===== src/rtl/axis_tp_gen_mc.sv =====
// AXI4-Stream multi-pattern video test source (counter, bars, checkerboard, solid).
// Define AXIS_TP_GEN_BLANK_EN to insert idle blanking cycles after lines and frames.
module axis_tp_gen_mc #(
    parameter int COMP_W  = 8,
    parameter int PIX_CH  = 3,
    parameter int DIM_W   = 11,
    parameter int SQ_LOG2 = 4
) (
    input  logic                     clk_i,
    input  logic                     rst_i,
    input  logic                     tp_enable_i,
    input  logic [1:0]               tp_type_i,
    input  logic [DIM_W-1:0]         tp_width_i,
    input  logic [DIM_W-1:0]         tp_height_i,
    input  logic [PIX_CH*COMP_W-1:0] tp_color_i,
    input  logic [7:0]               tp_hblank_i,
    input  logic [7:0]               tp_vblank_i,
    output logic [PIX_CH*COMP_W-1:0] m_axis_tdata_o,
    output logic                     m_axis_tvalid_o,
    input  logic                     m_axis_tready_i,
    output logic                     m_axis_tuser_o,
    output logic                     m_axis_tlast_o,
    output logic                     busy_o,
    output logic [7:0]               frame_cnt_o,
    output logic                     cfg_err_o
);

    localparam int DW = PIX_CH * COMP_W;

`ifdef AXIS_TP_GEN_BLANK_EN
    typedef enum logic [1:0] {IDLE, ACTIVE, BLANK} state_t;
`else
    typedef enum logic {IDLE, ACTIVE} state_t;
`endif

    state_t           state, state_n;
    logic [DIM_W-1:0] x, x_n, y, y_n;
    logic [7:0]       fc_n;
    logic [2:0]       bar, bar_n;
    logic [DIM_W-1:0] bar_cnt, bar_cnt_n, bar_w, bar_w_n;
    logic [1:0]       cfg_type, type_n;
    logic [DIM_W-1:0] cfg_w, w_n, cfg_h, h_n;
    logic [DW-1:0]    cfg_color, color_n;
    logic             err_n;
    logic             last_px, last_ln;

`ifdef AXIS_TP_GEN_BLANK_EN
    logic [7:0]       cfg_hb, hb_n, cfg_vb, vb_n;
    logic [8:0]       blk_cnt, blk_n, blen;
    logic             blk_frame, blk_frame_n;
`else
    logic             unused_blank;
    assign unused_blank = ^{tp_hblank_i, tp_vblank_i};
`endif

    function automatic logic [DW-1:0] pix(
        input logic [1:0]       t,
        input logic [DIM_W-1:0] px,
        input logic [DIM_W-1:0] py,
        input logic [7:0]       f,
        input logic [2:0]       b,
        input logic [DW-1:0]    col
    );
        logic [DW-1:0] d;
        logic [3:0]    code;
        d = '0;
        case (b)
            3'd0:    code = 4'hF;
            3'd1:    code = 4'hE;
            3'd2:    code = 4'hB;
            3'd3:    code = 4'hA;
            3'd4:    code = 4'hD;
            3'd5:    code = 4'hC;
            3'd6:    code = 4'h9;
            default: code = 4'h8;
        endcase
        case (t)
            2'd0: begin
                for (int unsigned k = 0; k < PIX_CH; k++) begin
                    case (k)
                        0:       d[k*COMP_W +: COMP_W] = COMP_W'(px);
                        1:       d[k*COMP_W +: COMP_W] = COMP_W'(py);
                        2:       d[k*COMP_W +: COMP_W] = COMP_W'(f);
                        default: d[k*COMP_W +: COMP_W] = '0;
                    endcase
                end
            end
            // bit 3 of code is constant 1 so component 3 is always full scale
            2'd1: begin
                for (int unsigned k = 0; k < PIX_CH; k++)
                    d[k*COMP_W +: COMP_W] = {COMP_W{code[k]}};
            end
            2'd2:    d = (px[SQ_LOG2] ^ py[SQ_LOG2]) ? col : '0;
            default: d = col;
        endcase
        return d;
    endfunction

    always_comb begin
        state_n   = state;
        x_n       = x;
        y_n       = y;
        fc_n      = frame_cnt_o;
        bar_n     = bar;
        bar_cnt_n = bar_cnt;
        bar_w_n   = bar_w;
        type_n    = cfg_type;
        w_n       = cfg_w;
        h_n       = cfg_h;
        color_n   = cfg_color;
        err_n     = cfg_err_o;
        last_px   = (x == cfg_w - DIM_W'(1));
        last_ln   = (y == cfg_h - DIM_W'(1));
`ifdef AXIS_TP_GEN_BLANK_EN
        hb_n        = cfg_hb;
        vb_n        = cfg_vb;
        blk_n       = blk_cnt;
        blk_frame_n = blk_frame;
        blen        = last_ln ? ({1'b0, cfg_hb} + {1'b0, cfg_vb}) : {1'b0, cfg_hb};
`endif
        case (state)
            IDLE: begin
                if (tp_enable_i) begin
                    if (tp_width_i == '0 || tp_height_i == '0) begin
                        err_n = 1'b1;
                    end else begin
                        state_n   = ACTIVE;
                        type_n    = tp_type_i;
                        w_n       = tp_width_i;
                        h_n       = tp_height_i;
                        color_n   = tp_color_i;
                        x_n       = '0;
                        y_n       = '0;
                        bar_n     = '0;
                        bar_cnt_n = '0;
                        bar_w_n   = ((tp_width_i >> 3) == '0) ? DIM_W'(1) : (tp_width_i >> 3);
`ifdef AXIS_TP_GEN_BLANK_EN
                        hb_n      = tp_hblank_i;
                        vb_n      = tp_vblank_i;
`endif
                    end
                end
            end
            ACTIVE: begin
                if (m_axis_tready_i) begin
                    if (last_px) begin
                        x_n       = '0;
                        bar_n     = '0;
                        bar_cnt_n = '0;
                        if (last_ln) begin
                            y_n  = '0;
                            fc_n = frame_cnt_o + 8'd1;
                        end else begin
                            y_n  = y + DIM_W'(1);
                        end
`ifdef AXIS_TP_GEN_BLANK_EN
                        if (blen != '0) begin
                            state_n     = BLANK;
                            blk_n       = blen - 9'd1;
                            blk_frame_n = last_ln;
                        end else if (last_ln && !tp_enable_i) begin
                            state_n = IDLE;
                        end
`else
                        if (last_ln && !tp_enable_i)
                            state_n = IDLE;
`endif
                    end else begin
                        x_n = x + DIM_W'(1);
                        // remainder pixels stay in bar 7, so it never advances past 7
                        if (bar != 3'd7 && bar_cnt == bar_w - DIM_W'(1)) begin
                            bar_n     = bar + 3'd1;
                            bar_cnt_n = '0;
                        end else begin
                            bar_cnt_n = bar_cnt + DIM_W'(1);
                        end
                    end
                end
            end
`ifdef AXIS_TP_GEN_BLANK_EN
            BLANK: begin
                if (blk_cnt == '0)
                    state_n = (blk_frame && !tp_enable_i) ? IDLE : ACTIVE;
                else
                    blk_n = blk_cnt - 9'd1;
            end
`endif
            default: state_n = IDLE;
        endcase
    end

    // Outputs are registered from the next-state values so they line up with the state
    always_ff @(posedge clk_i) begin
        if (rst_i) begin
            state           <= IDLE;
            x               <= '0;
            y               <= '0;
            bar             <= '0;
            bar_cnt         <= '0;
            bar_w           <= '0;
            cfg_type        <= '0;
            cfg_w           <= '0;
            cfg_h           <= '0;
            cfg_color       <= '0;
            frame_cnt_o     <= '0;
            cfg_err_o       <= 1'b0;
            busy_o          <= 1'b0;
            m_axis_tvalid_o <= 1'b0;
            m_axis_tuser_o  <= 1'b0;
            m_axis_tlast_o  <= 1'b0;
            m_axis_tdata_o  <= '0;
`ifdef AXIS_TP_GEN_BLANK_EN
            cfg_hb          <= '0;
            cfg_vb          <= '0;
            blk_cnt         <= '0;
            blk_frame       <= 1'b0;
`endif
        end else begin
            state           <= state_n;
            x               <= x_n;
            y               <= y_n;
            bar             <= bar_n;
            bar_cnt         <= bar_cnt_n;
            bar_w           <= bar_w_n;
            cfg_type        <= type_n;
            cfg_w           <= w_n;
            cfg_h           <= h_n;
            cfg_color       <= color_n;
            frame_cnt_o     <= fc_n;
            cfg_err_o       <= err_n;
            busy_o          <= (state_n != IDLE);
            m_axis_tvalid_o <= (state_n == ACTIVE);
            m_axis_tuser_o  <= (state_n == ACTIVE) && (x_n == '0) && (y_n == '0);
            m_axis_tlast_o  <= (state_n == ACTIVE) && (x_n == w_n - DIM_W'(1));
            m_axis_tdata_o  <= (state_n == ACTIVE) ?
                               pix(type_n, x_n, y_n, fc_n, bar_n, color_n) : '0;
`ifdef AXIS_TP_GEN_BLANK_EN
            cfg_hb          <= hb_n;
            cfg_vb          <= vb_n;
            blk_cnt         <= blk_n;
            blk_frame       <= blk_frame_n;
`endif
        end
    end

endmodule


===== config.mk =====
export PLATFORM = sky130hd
export DESIGN_NAME = axis_tp_gen_mc
export DESIGN_NICKNAME = d
export VERILOG_FILES = /design/src/rtl/axis_tp_gen_mc.sv
export SDC_FILE = /design/constraint.sdc
export NUM_CORES = 1
export LEC_CHECK = 0
export CORE_MARGIN = 2
export CORE_UTILIZATION = 56
export DETAILED_ROUTE_END_ITERATION = 6
export PLACE_DENSITY = 0.81
export RECOVER_POWER = 50
export SKIP_CTS_REPAIR_TIMING = 1
export SLEW_MARGIN = 0
export SYNTH_ARGS = -nofsm -noshare
export SYNTH_HDL_FRONTEND = slang
export SYNTH_SLANG_ARGS = --single-unit

===== constraint.sdc =====
create_clock -name clk_i -period 5.1 [get_ports clk_i]
set_clock_uncertainty 0.05 [all_clocks]
set_input_delay 0.51 -clock clk_i [delete_from_list [all_inputs] [get_ports clk_i]]
set_output_delay 0.51 -clock clk_i [all_outputs]
set_load 0.05 [all_outputs]

==> reports/results.ini <==
[die]
core_area_sq_um = 13350
die_y_microns = 121.3
fp.dieW_microns = 121.3
ioPinCount = 105
die_area_sq_um = 14710
start_util_pct = 57.71
row_count = 42

[logic_synthesis]
synth-edff-count = 0
ys_top_cells_by_area = dfxtp_1 33%, nor2_1 5.8%, nand2_1 5.7%
dominantRegCellSynth = dfxtp_1
synth_fp_nets = 1069
yosys_warnings = 0
netlist_area_sq_um = 7704
netlist.top_cell.by_area = dfxtp_1
ys_seq_elements = 128
avgSynthCellArea_sq_um = 7.774
synthArstFlopShare_pct = 0
synth_cell_type_count = 86
yosysSeqAreaShare_pct = 33.26
syn_inst = 991
synth_top_area_share_pct = 33.26

[cts]
numCtsBuffers = 17
h-tree-depth = 4
clockBufferDepth = 2
path_clk_slew_ns = 0.06
clock-root-buffer = clkbuf_16
cts_tree = built
clock-sinks = 128
clkLatencyLatePin_ns = 0.43

[layout]
layout_commonest_cell = dfxtp_1
n_antenna_cell = 0
nets = 1132
register_area_sq_um = 2562
stdcell_count = 1243
drive_above_1_share_pct = 6.935
n_fill_cell = 1120
fin_area_sq_um = 9236
multi_input_area_sq_um = 4838
syn_to_final_growth_pct = 19.90
final_cell_mix = 128 x dfxtp_1, 119 x nor2_1, 118 x nand2_1

[job]
drv_cap = 1

[timing]
fin_ws_ns = 0.7397
final.setup.tns_ns = 0
setup_viol = 0
maxSlewViolCount = 39
fmax_ghz = 0.2293
period_share_pct = 85.50
hold_viol = 0
maxSlewHeadroom_pct = -9.053
finalCriticalPeriod_ns = 4.360
tightest_slew_ns = 1.636
rsz0062_at_grt = no

[setup_path]
setup.worst_path.end_class = flop
rrSetupSlack_ns = 1.03
critPathKind = in2reg
path_max_fanout = 38
critPathLaunchType = primary input
r2r-start = cfg_w[0]
worstPathArrival_ns = 4.65
worstReg2RegEnd = m_axis_tdata_o[6]
worstPathRequired_ns = 5.39
reg2regPathDepth = 12

[power_and_ir_drop]
comb_power_share_pct = 18.2
ir_drop_mv = 0.2956
power_density_nw_per_um2 = 303.7
p_seq_share_pct = 38.2
internal_power_mw = 1.984
power_mw = 2.805
p_switching_mw = 0.8206
power_frac_clock_pct = 43.6
p_leak_nw = 3.621
switching_share_pct = 29.26

[placement]
place_ws_ns = 0.8752
io_buffer_count = 88
place_congestion = 0.9617
placed_area_sq_um = 8651
hpwl_microns = 16030
placedCellCount = 1211

[route]
vias = 7774
drt-initial-drc-count = 811
drc_errors = 0
wirelength_microns = 22450
drt-vias-per-instance = 6.254
wire_per_inst_microns = 18.06
drtPass1Iterations = 7
detail-route-antenna-nets = 0

[global_route]
grt_busiest_layer = met2
grt_max_degree = 73
met2_usage_pct = 50.77
use_met1_pct = 39.71
gr-total-overflow = 0
grt.total_usage_pct = 31.05
grt_pass1_vias = 7179
antenna_found_initial = 0
grt_pass1_wl_microns = 35880
use_met3_pct = 7.472

[outcome]
run_status = complete, but fails checks
violations = capacitance limit, slew limit

[worst_hold_path]
hold_path_end = cfg_color[7]
min_path_type = in2reg
worstHoldStart = rst_i
whs_path_depth = 2

[critical path: stages]
cell and delay [ns]:
dlygate4sd3_1 0.63, nor3_1 0.35, nand4_1 0.31, nand3_1 0.40
clkbuf_1 1.23, a21oi_1 0.27, or3_1 0.41, a21oi_1 0.17
nand4_1 0.10, nor4_1 0.26
[power by group through the flow]
stage | sequential (mW) | combinational [mW] | clock (mW)
2_1_floorplan | 1.12 | 0.322 | 0
3_3_place_gp | 1.09 | 0.496 | 0
3_5_place_dp | 1.09 | 0.502 | 0
4_1_cts | 1.07 | 0.507 | 1.23
5_1_grt | 1.08 | 0.551 | 1.27
6_report | 1.07 | 0.509 | 1.22
[through the flow]
step | hold slack (ns) | util, %
after floorplan | 0.3988 | -
after global placement | 0.4120 | 64.81
after detailed placement | 0.4171 | 64.81
after CTS | 0.4193 | 69.24
after global routing | 0.4221 | 69.20
final | 0.4250 | 69.20
[worst max path at each step]
stage | slack, ns | startpoint | cells after the start | end
2_1_floorplan | 0.87 | state | 16 | m_axis_tlast_o
3_3_place_gp | 0.93 | tp_width_i[3] | 14 | m_axis_tlast_o
3_5_place_dp | 0.88 | tp_width_i[3] | 14 | m_axis_tlast_o
4_1_cts | 1.10 | cfg_w[0] | 12 | m_axis_tdata_o[6]
5_1_grt | 0.38 | tp_width_i[3] | 10 | m_axis_tlast_o
6_report | 0.74 | tp_width_i[3] | 10 | m_axis_tlast_o
[metal layers]
layer  routed length, microns  vias to the layer above
met1                     9305                     3608
li1                         -                     3729
met2                    10700                      376
met4                      688                        0
met3                     1753                       61
met5                        0                        -
[synthesized netlist by cell type (all sizes together), types with 4 or more instances]
cell type  number
dfxtp         128
nor2          120
nand2         118
a21oi          76
o21ai          39
clkbuf         38
nor3           36
xnor2          33
nand3          31
mux2i          28
xor2           27
and3           23
nor4           21
buf            18
inv            15
nor2b          14
or3            14
nand4          13
nor3b          12
and2           11
a211oi         10
ha             10
o211ai         10
or4            10
a31oi           9
o22ai           9
or2             9
o31ai           8
o21a            6
o31a            6
nand2b          5
nand3b          5
o211a           5
o21bai          5
a221oi          4
a22oi           4
and4            4
[logic make-up after synthesis]
logic type | Yosys count | synth area share (%)
compound gates | 240 | 21.31
simple gates | 451 | 28.98
buf+inv | 72 | 3.930
mux | 29 | 3.784
xor+xnor | 61 | 7.114
fa+ha+maj | 10 | 1.624
flops | 128 | 33.26
[flip-flops by register name (all words and copies together) (netlist names)]
register	flops
m_axis_tlast_o	1
bar_w	8
x	11
m_axis_tuser_o	1
bar_cnt	11
cfg_w	11
cfg_err_o	1
m_axis_tdata_o	24
cfg_type	2
cfg_h	11
state	1
frame_cnt_o	8
bar	3
y	11
cfg_color	24
[final cells by class]
class	instances	share of cell area, %
sequential	128	27.74
clock buffer	20	4.944
clock inverter	12	1.449
multi-input combinational	791	52.38
inverter	16	0.6502
timing repair buffer	100	10.44
tap	176	2.384
No activity file was read; power rests on OpenSTA's default activity.
